### src/rtl/pipelined_mantissa_addsub_pkg.sv
// Shared defaults and helpers for the pipelined mantissa adder/subtractor.
package pipelined_mantissa_addsub_pkg;

  localparam int unsigned MantWDefault  = 24;
  localparam int unsigned StagesDefault = 3;

  // Leading zeros of the low w bits of v; returns w when they are all zero.
  function automatic int unsigned clz(input logic [63:0] v, input int unsigned w);
    int unsigned n;
    logic        found;
    n     = 0;
    found = 1'b0;
    for (int i = int'(w) - 1; i >= 0; i--) begin
      if (!found) begin
        if (v[i]) found = 1'b1;
        else n++;
      end
    end
    return n;
  endfunction

endpackage

### src/rtl/pipelined_mantissa_addsub_stage.sv
// One carry chunk of the pipelined adder: adds a chunk with carry-in and registers the result.
module pipelined_mantissa_addsub_stage #(
  parameter int unsigned CHUNK = 8
) (
  input  logic             clk,
  input  logic             rst,
  input  logic             i_en,
  input  logic             i_valid,
  input  logic [CHUNK-1:0] i_a,
  input  logic [CHUNK-1:0] i_b,
  input  logic             i_carry,
  output logic [CHUNK-1:0] o_sum,
  output logic             o_carry,
  output logic             o_valid
);

  logic [CHUNK:0]   w_add;
  logic [CHUNK-1:0] r_sum;
  logic             r_carry;
  logic             r_valid;

  assign w_add = {1'b0, i_a} + {1'b0, i_b} + {{CHUNK{1'b0}}, i_carry};

  always_ff @(posedge clk) begin
    if (rst) begin
      r_sum   <= '0;
      r_carry <= 1'b0;
      r_valid <= 1'b0;
    end else if (i_en) begin
      {r_carry, r_sum} <= w_add;
      r_valid          <= i_valid;
    end
  end

  assign o_sum   = r_sum;
  assign o_carry = r_carry;
  assign o_valid = r_valid;

endmodule

### src/rtl/pipelined_mantissa_addsub.sv
// Pipelined mantissa add/subtract with sign-magnitude result, zero flag and leading-zero count.
module pipelined_mantissa_addsub
  import pipelined_mantissa_addsub_pkg::*;
#(
  parameter int unsigned MANT_W = MantWDefault,
  parameter int unsigned STAGES = StagesDefault,
  localparam int unsigned LZC_W = $clog2(MANT_W + 1)
) (
  input  logic              clk,
  input  logic              rst,
  input  logic              in_valid,
  output logic              in_ready,
  input  logic [MANT_W-1:0] a,
  input  logic [MANT_W-1:0] b,
  input  logic              sub,
  input  logic              cin,
  output logic              out_valid,
  input  logic              out_ready,
  output logic [MANT_W-1:0] sum,
  output logic              carry,
  output logic              neg,
  output logic              zero,
  output logic [LZC_W-1:0]  lzc
);

  localparam int unsigned CHUNK = MANT_W / STAGES;

  logic              w_adv;
  logic [MANT_W-1:0] w_a   [STAGES+1];
  logic [MANT_W-1:0] w_b   [STAGES+1];
  logic [MANT_W-1:0] w_res [STAGES+1];
  logic              w_c   [STAGES+1];
  logic              w_v   [STAGES+1];
  logic              w_sub [STAGES+1];
  logic [CHUNK-1:0]  w_chunk_sum [STAGES];

  logic [MANT_W-1:0] w_sum;
  logic              w_carry;
  logic              w_neg;
  logic [LZC_W-1:0]  w_lzc;

  logic              r_out_valid;
  logic [MANT_W-1:0] r_sum;
  logic              r_carry;
  logic              r_neg;
  logic              r_zero;
  logic [LZC_W-1:0]  r_lzc;

  // Whole-pipeline stall: everything advances only when the output slot frees up.
  assign w_adv    = !r_out_valid || out_ready;
  assign in_ready = w_adv;

  assign w_a[0]   = a;
  assign w_b[0]   = sub ? ~b : b;
  assign w_c[0]   = sub ? 1'b1 : cin;
  assign w_sub[0] = sub;
  assign w_v[0]   = in_valid;
  assign w_res[0] = '0;

  for (genvar k = 0; k < STAGES; k++) begin : g_stage
    logic [MANT_W-1:0] r_a;
    logic [MANT_W-1:0] r_b;
    logic [MANT_W-1:0] r_res;
    logic              r_sub;
    logic [MANT_W-1:0] w_res_next;

    pipelined_mantissa_addsub_stage #(
      .CHUNK (CHUNK)
    ) u_stage (
      .clk     (clk),
      .rst     (rst),
      .i_en    (w_adv),
      .i_valid (w_v[k]),
      .i_a     (w_a[k][k*CHUNK +: CHUNK]),
      .i_b     (w_b[k][k*CHUNK +: CHUNK]),
      .i_carry (w_c[k]),
      .o_sum   (w_chunk_sum[k]),
      .o_carry (w_c[k+1]),
      .o_valid (w_v[k+1])
    );

    // Operand skew and finished low chunks travel alongside; no reset needed on data.
    always_ff @(posedge clk) begin
      if (w_adv) begin
        r_a   <= w_a[k];
        r_b   <= w_b[k];
        r_res <= w_res[k];
        r_sub <= w_sub[k];
      end
    end

    always_comb begin
      w_res_next                    = r_res;
      w_res_next[k*CHUNK +: CHUNK] = w_chunk_sum[k];
    end

    assign w_a[k+1]   = r_a;
    assign w_b[k+1]   = r_b;
    assign w_sub[k+1] = r_sub;
    assign w_res[k+1] = w_res_next;
  end

  // No carry out of A + ~B + 1 means A < B: negate to get the magnitude.
  always_comb begin
    w_sum   = w_res[STAGES];
    w_carry = w_c[STAGES];
    w_neg   = 1'b0;
    if (w_sub[STAGES]) begin
      w_carry = 1'b0;
      if (!w_c[STAGES]) begin
        w_sum = -w_res[STAGES];
        w_neg = 1'b1;
      end
    end
  end

  assign w_lzc = LZC_W'(clz(64'(w_sum), MANT_W));

  always_ff @(posedge clk) begin
    if (rst) begin
      r_out_valid <= 1'b0;
      r_sum       <= '0;
      r_carry     <= 1'b0;
      r_neg       <= 1'b0;
      r_zero      <= 1'b0;
      r_lzc       <= '0;
    end else if (w_adv) begin
      r_out_valid <= w_v[STAGES];
      r_sum       <= w_sum;
      r_carry     <= w_carry;
      r_neg       <= w_neg;
      r_zero      <= (w_sum == '0);
      r_lzc       <= w_lzc;
    end
  end

  assign out_valid = r_out_valid;
  assign sum       = r_sum;
  assign carry     = r_carry;
  assign neg       = r_neg;
  assign zero      = r_zero;
  assign lzc       = r_lzc;

endmodule

### config.mk
export PLATFORM = sky130hd
export DESIGN_NAME = pipelined_mantissa_addsub
export DESIGN_NICKNAME = d
export VERILOG_FILES = /design/src/rtl/pipelined_mantissa_addsub_pkg.sv /design/src/rtl/pipelined_mantissa_addsub_stage.sv /design/src/rtl/pipelined_mantissa_addsub.sv
export SDC_FILE = /design/constraint.sdc
export NUM_CORES = 1
export LEC_CHECK = 0
export CORE_ASPECT_RATIO = 1.4
export CORE_MARGIN = 2
export CORE_UTILIZATION = 45
export CTS_CLUSTER_SIZE = 8
export DETAILED_ROUTE_END_ITERATION = 8
export GPL_TIMING_DRIVEN = 0
export PLACE_DENSITY = 0.72
export SLEW_MARGIN = 20
export SYNTH_ARGS = -nofsm -noshare
export SYNTH_HDL_FRONTEND = slang
export SYNTH_SLANG_ARGS = --single-unit
### constraint.sdc
create_clock -name clk -period 15.5 [get_ports clk]
set_clock_uncertainty 0.2 [all_clocks]
set_input_delay 3.1 -clock clk [delete_from_list [all_inputs] [get_ports clk]]
set_output_delay 3.1 -clock clk [all_outputs]
set_load 0.01 [all_outputs]
# Word level (Yosys, flattened, before mapping)
# Cells that the tools add are included.
# word_totals
elab_cells,157
latchBits,0
ramBits,0
output_inout_bits,34
romBits,0
input_bits,54
memories,0
ff_bits,186
# classes
n_div,0
multipliers,0
mux,99
n_lt_le_gt_ge,0
add_sub_neg,30
shifts,0
n_eq_ne,0
bitwise,1
n_reduce_logical,3
# ops
operator,n
two-way mux 5 bit,46
adder 5 x 1 -> 5 bit (second input constant),22
two-way mux 24 bit,3
two-way mux 1 bit,50
adder 8 x 8 -> 9 bit,3
adder 9 x 1 -> 9 bit,3
logical NOT 24 bit,1
negator 24 bit,1
inverter 24 bit,1
adder 1 x 1 -> 2 bit (second input constant),1
logical NOT 1 bit,1
logical OR 1 bit,1

# Logic depth before layout (Yosys ltp)
# logic_depth
word_depth,73
depth_mapped,68
mapped_depth_nobuf,66

# Modules after synthesis
# From an unflattened synthesis, not the netlist that was laid out.
# unflattened
cells_unflattened,981
hier_area_um2,9486.6
# by_module_without_submodules
mod,seq_area_each_um2,area_per_inst_um2,cells_each,n_inst
pipelined_mantissa_addsub,2912.8,7349.5,756,1
pipelined_mantissa_addsub_stage at g_stage[0].u_stage ...,200.2,696.9,72,2
pipelined_mantissa_addsub_stage at g_stage[2].u_stage,200.2,743.2,81,1

# Least setup slack after synthesis
# OpenSTA, ideal clock, no wires.
# synth_path
kind,reg2reg
from,register g_stage[2].r_res[0]
to,"register r_lzc[4], in the netlist lzc[4]"
period_less_slack_ns,11.875
path_slack_ns,3.625
arrival_ns,11.595
t_required_ns,15.221
stages_incl_launch_ff,68
n_path_buf,2
setup_ns,0.079
cell_sequence,edfxtp_1 buf_2 inv_1 ha_1 nor2b_1 nand2_1 nor3_4 or4b_1 and3_4 buf_2 inv_1 ha_1 nor4b_1 nand4_1 o211a_1 a311oi_1 and2_1 o21ai_0 [... 32 more ...] nor2b_1 a211oi_1 a211o_1 ha_1 mux2i_1 a21oi_1 ha_1 mux2i_1 o21ai_0 ha_1 nor2b_1 o21ai_0 a21o_1 a21o_1 a211oi_1 o21a_1 xnor3_1 a211oi_2
# synth_via
elab_chain_cells,73
word_cells_on_any_way,118
cone_classes,24 x add/sub; 94 x mux
# synth_rtl
element,line,text
start: declaration,pipelined_mantissa_addsub.sv:63,logic [MANT_W-1:0] r_res;
start signal: assignment,pipelined_mantissa_addsub.sv:87,r_res <= w_res[k];
negator 24 bit,pipelined_mantissa_addsub.sv:111,w_sum = -w_res[STAGES];
two-way mux 24 bit,pipelined_mantissa_addsub.sv:110,if (!w_c[STAGES]) begin
two-way mux 24 bit *,pipelined_mantissa_addsub.sv:108,if (w_sub[STAGES]) begin
two-way mux 1 bit,pipelined_mantissa_addsub_pkg.sv:15,if (v[i]) found = 1'b1;
adder 1 x 1 -> 2 bit,pipelined_mantissa_addsub_pkg.sv:16,else n++;
two-way mux 5 bit,pipelined_mantissa_addsub_pkg.sv:15,
two-way mux 5 bit,pipelined_mantissa_addsub_pkg.sv:14,if (!found) begin
adder 5 x 1 -> 5 bit,pipelined_mantissa_addsub_pkg.sv:16,
[... 57 more ...],--,
two-way mux 5 bit,pipelined_mantissa_addsub_pkg.sv:15,
two-way mux 5 bit,pipelined_mantissa_addsub_pkg.sv:14,
adder 5 x 1 -> 5 bit,pipelined_mantissa_addsub_pkg.sv:16,
two-way mux 5 bit,pipelined_mantissa_addsub_pkg.sv:15,
two-way mux 5 bit,pipelined_mantissa_addsub_pkg.sv:14,
adder 5 x 1 -> 5 bit,pipelined_mantissa_addsub_pkg.sv:16,
two-way mux 5 bit,pipelined_mantissa_addsub_pkg.sv:15,
two-way mux 5 bit *,pipelined_mantissa_addsub_pkg.sv:14,
end signal: assignment,pipelined_mantissa_addsub.sv:133,r_lzc <= w_lzc;
end: declaration,pipelined_mantissa_addsub.sv:47,logic [LZC_W-1:0] r_lzc;
# Mark *: on every way between the ends. The rest lies on a longest branch, timed or not.
# A chain may end at the register's enable or synchronous reset.

# Worst setup path after layout
# Same ends and word-level chain as after synthesis.

==> metrics <==
Final Cell Area roughly 11000 um2; clk sink count around 140; Initial Utilization between 40 and 50%; CP Max Fanout 10; Synth top area share roughly a quarter; nets 1154; WP buf/inv 5; Post-CTS Resized 0; max incr delay on CP between 0.4 and 0.5 ns; Sequential Power Share 33.0%; Post-DP Area ~10000 um2; yosys warns 0; largest area contributor in the netlist edfxtp_1; postcts setup bufs 0; I/O Buffers 86; post-synth net total 1048; dpl hpwl between 15000 and 20000 um; CTS max path bufs 2; crit-path leading delay family compound AO/OA/AOI/OAI gates; Routability Congestion between 0.9 and 1; min-delay worst type flip-flop to flip-flop; cell repeated most along the worst path ha_1; mean area per synthesized cell around 9.4 um2; P_sw around 530 uW; cts hold-fix bufs 0; Reg clk slew, reported paths around 0.060 ns; Clock Power Share between 20% and 30%; Final Hold Fails 0; routed vias/inst ~5.5; first-pass GRT wire length about 35000 um; Detail Route Antenna Nets 0; Core Region slightly below 20000 um2; root buf cell clkbuf_16; crit start category flip-flop; P&R area growth vs syn 19.9%; critical path class flip-flop to flip-flop; Post-synth EDFFs 75; Post-route DRC 0; Mapped Cells between 900 and 1k; share of async-settable or async-resettable flops after synthesis 0%; Peak VDD IR just over 0.0001 V; Vias between 7k and 8k; worst slew pin tran ~1 ns; Unique masters post-synth 76; CTS buffer count 17; GRT Total Usage between 20% and 30%; switching part of the total power about 37%; Max-cap violations 0; vias in the first global route between 7k and 8k; combinational share of power between 40% and 50%; top post-synthesis cells by area edfxtp_1, dfxtp_1, ha_1; total grt overflow 0; prevailing post-synth register cell edfxtp_1; CTS tree built; slew margin rel. between 30% and 40%; Synth Cell Area about 9000 um2; RSZ-0062 raised after global routing no; Int Power ~910 uW; endpoints failing setup 0; max-slew violation count 0; die height 170 um; Fmax achieved between 70 and 80 MHz; DR WL/cell ~17 um; total I/O pin count 88; critical path required time 15.64 ns; Seq/Total Area, Yosys 39.7%; Die ar. about 21000 um2; final period utilization between 80% and 90%; Critical-path top delay cell or4b_1; CP Capture Type flip-flop; Initial DRC Count ~380; r2r setup slk between 1.5 and 2 ns; DIE WIDTH between 100 and 150 um; status finished clean; Seq cells post-synth 138; power density cells 136 nW/um2; row cnt 60; diodes inserted 0; Worst EP arrival ~14 ns; layout cells sized above 1 between 6 and 7%; pin count of the biggest net entering global routing 46; total wire length between 20000 and 25000 um; Lkg Pwr between 0.004 and 0.005 uW; final worst path period need 13.81 ns; Fill cells between 1.5k and 2k; H-tree depth 4; setup TNS 0 ns; total iterations of the first detailed-routing run 5; Clk Latency, worst-skew pair roughly 0.43 ns; initial antenna violation count 0
==> power groups by stage <==
| stage | Sequential, uW | Combinational (uW) | Clock, uW |
|---|---|---|---|
| 2_1_floorplan | 482 | 414 | 0 |
| 3_3_place_gp | 482 | 565 | 0 |
| 6_report | 476 | 576 | 390 |
| 4_1_cts | 476 | 575 | 393 |
| 3_5_place_dp | 483 | 571 | 0 |
| 5_1_grt | 482 | 642 | 412 |
==> flip-flops by register name, summed over array words and instances (netlist names) <==
name / cells
carry: 1
g_stage.r_res: 24
g_stage.u_stage.o_sum: 24
lzc: 5
sum: 24
neg: 1
g_stage.u_stage.o_carry: 3
zero: 1
out_valid: 1
g_stage.r_sub: 3
g_stage.r_a: 24
g_stage.u_stage.o_valid: 3
g_stage.r_b: 24
==> logic make-up (layout without fill, tap and decap cells) <==
| kind of cell | Yosys count | in the layout | synth area share (%) |
|---|---|---|---|
| xor+xnor | 111 | 111 | 11.8 |
| mux | 9 | 9 | 1.02 |
| buf+inv | 76 | 195 | 3.46 |
| compound gates | 210 | 210 | 16.2 |
| simple gates | 351 | 351 | 20.3 |
| fa+ha+maj | 50 | 50 | 7.55 |
| flops | 138 | 138 | 39.7 |
==> routing by layer <==
| layer | part of all wire (%) | vias to the layer above | global-route usage (%) |
|---|---|---|---|
| met2 | 55 | 155 | 41.7 |
| met4 | 2.8 | 0 | 8.20 |
| met5 | 0 | - | 0 |
| met1 | 39 | 3390 | 23.9 |
| met3 | 2.7 | 37 | 3.62 |
| li1 | - | 3610 | - |
==> per-stage QoR <==
step	hold WS [ns]	setup WS (ns)	total power [uW]	util, %	instances
2_1_floorplan	0.200	3.63	896	-	945
3_3_place_gp	0.201	1.88	1050	52.1	1279
3_5_place_dp	0.205	1.80	1050	52.3	1280
4_1_cts	0.219	1.79	1440	55.2	1312
5_1_grt	0.227	0.625	1540	55.2	1312
6_report	0.218	1.69	1440	55.2	1312
==> area by class of cell <==
| type | instances | area (um2) | share of cell area [%] |
|---|---|---|---|
| Multi-Input combinational cell | 731 | 5030 | 47.4 |
| Sequential cell | 138 | 3510 | 33.1 |
| Timing Repair Buffer | 87 | 881 | 8.30 |
| Clock buffer | 17 | 425 | 4.01 |
| Tap cell | 248 | 310 | 2.92 |
| Buffer | 43 | 186 | 1.76 |
| Clock inverter | 15 | 140 | 1.32 |
| Inverter | 33 | 124 | 1.17 |
==> path summary, 6_finish.rpt <==
check,start,endpoint,cells past startpoint
hold reg to reg,g_stage[0].r_sub,g_stage[1].r_sub,0
setup / recovery,g_stage[2].r_res[0],lzc[4],67
hold / removal,g_stage[0].r_sub,g_stage[1].r_sub,0
setup reg to reg,g_stage[2].r_res[0],lzc[4],67
==> synth_stat cells (5+ instances only) <==
library cell and n:
a211oi_1 37, a21o_1 27, a21oi_1 52, a311oi_1 7
a31oi_1 6, and2_1 11, buf_2 5, clkbuf_1 34
dfxtp_1 63, edfxtp_1 75, fa_1 6, ha_1 43
inv_1 32, mux2i_1 9, nand2_1 113, nand2b_1 9
nand3_1 24, nor2_1 98, nor2b_1 13, nor3_1 15
nor3_4 5, nor4_1 13, o21a_1 6, o21ai_0 28
o31ai_1 7, or3_1 7, xnor2_1 51, xor2_1 54
==> cell usage in the layout, fill, tap and decap left out, types with 28 or more instances in the layout <==
cell type	instances
clkbuf_1	33
dfxtp_1	63
nor2_1	98
inv_1	32
o21ai_0	28
nand2_1	113
a21oi_1	52
xor2_1	54
edfxtp_1	75
ha_1	43
clkdlybuf4s50_1	86
xnor2_1	51
a211oi_1	37
==> worst register-to-register path, delay by kind of cell (launching register included) <==
| kind | cells | cell delay [ns] |
|---|---|---|
| fa+ha+maj | 11 | 2.88 |
| xor+xnor | 1 | 0.39 |
| mux | 5 | 0.70 |
| simple gates | 19 | 3.88 |
| flops | 1 | 0.35 |
| compound gates | 26 | 4.73 |
| buf+inv | 5 | 0.63 |
No activity file was read; power rests on OpenSTA's default activity.
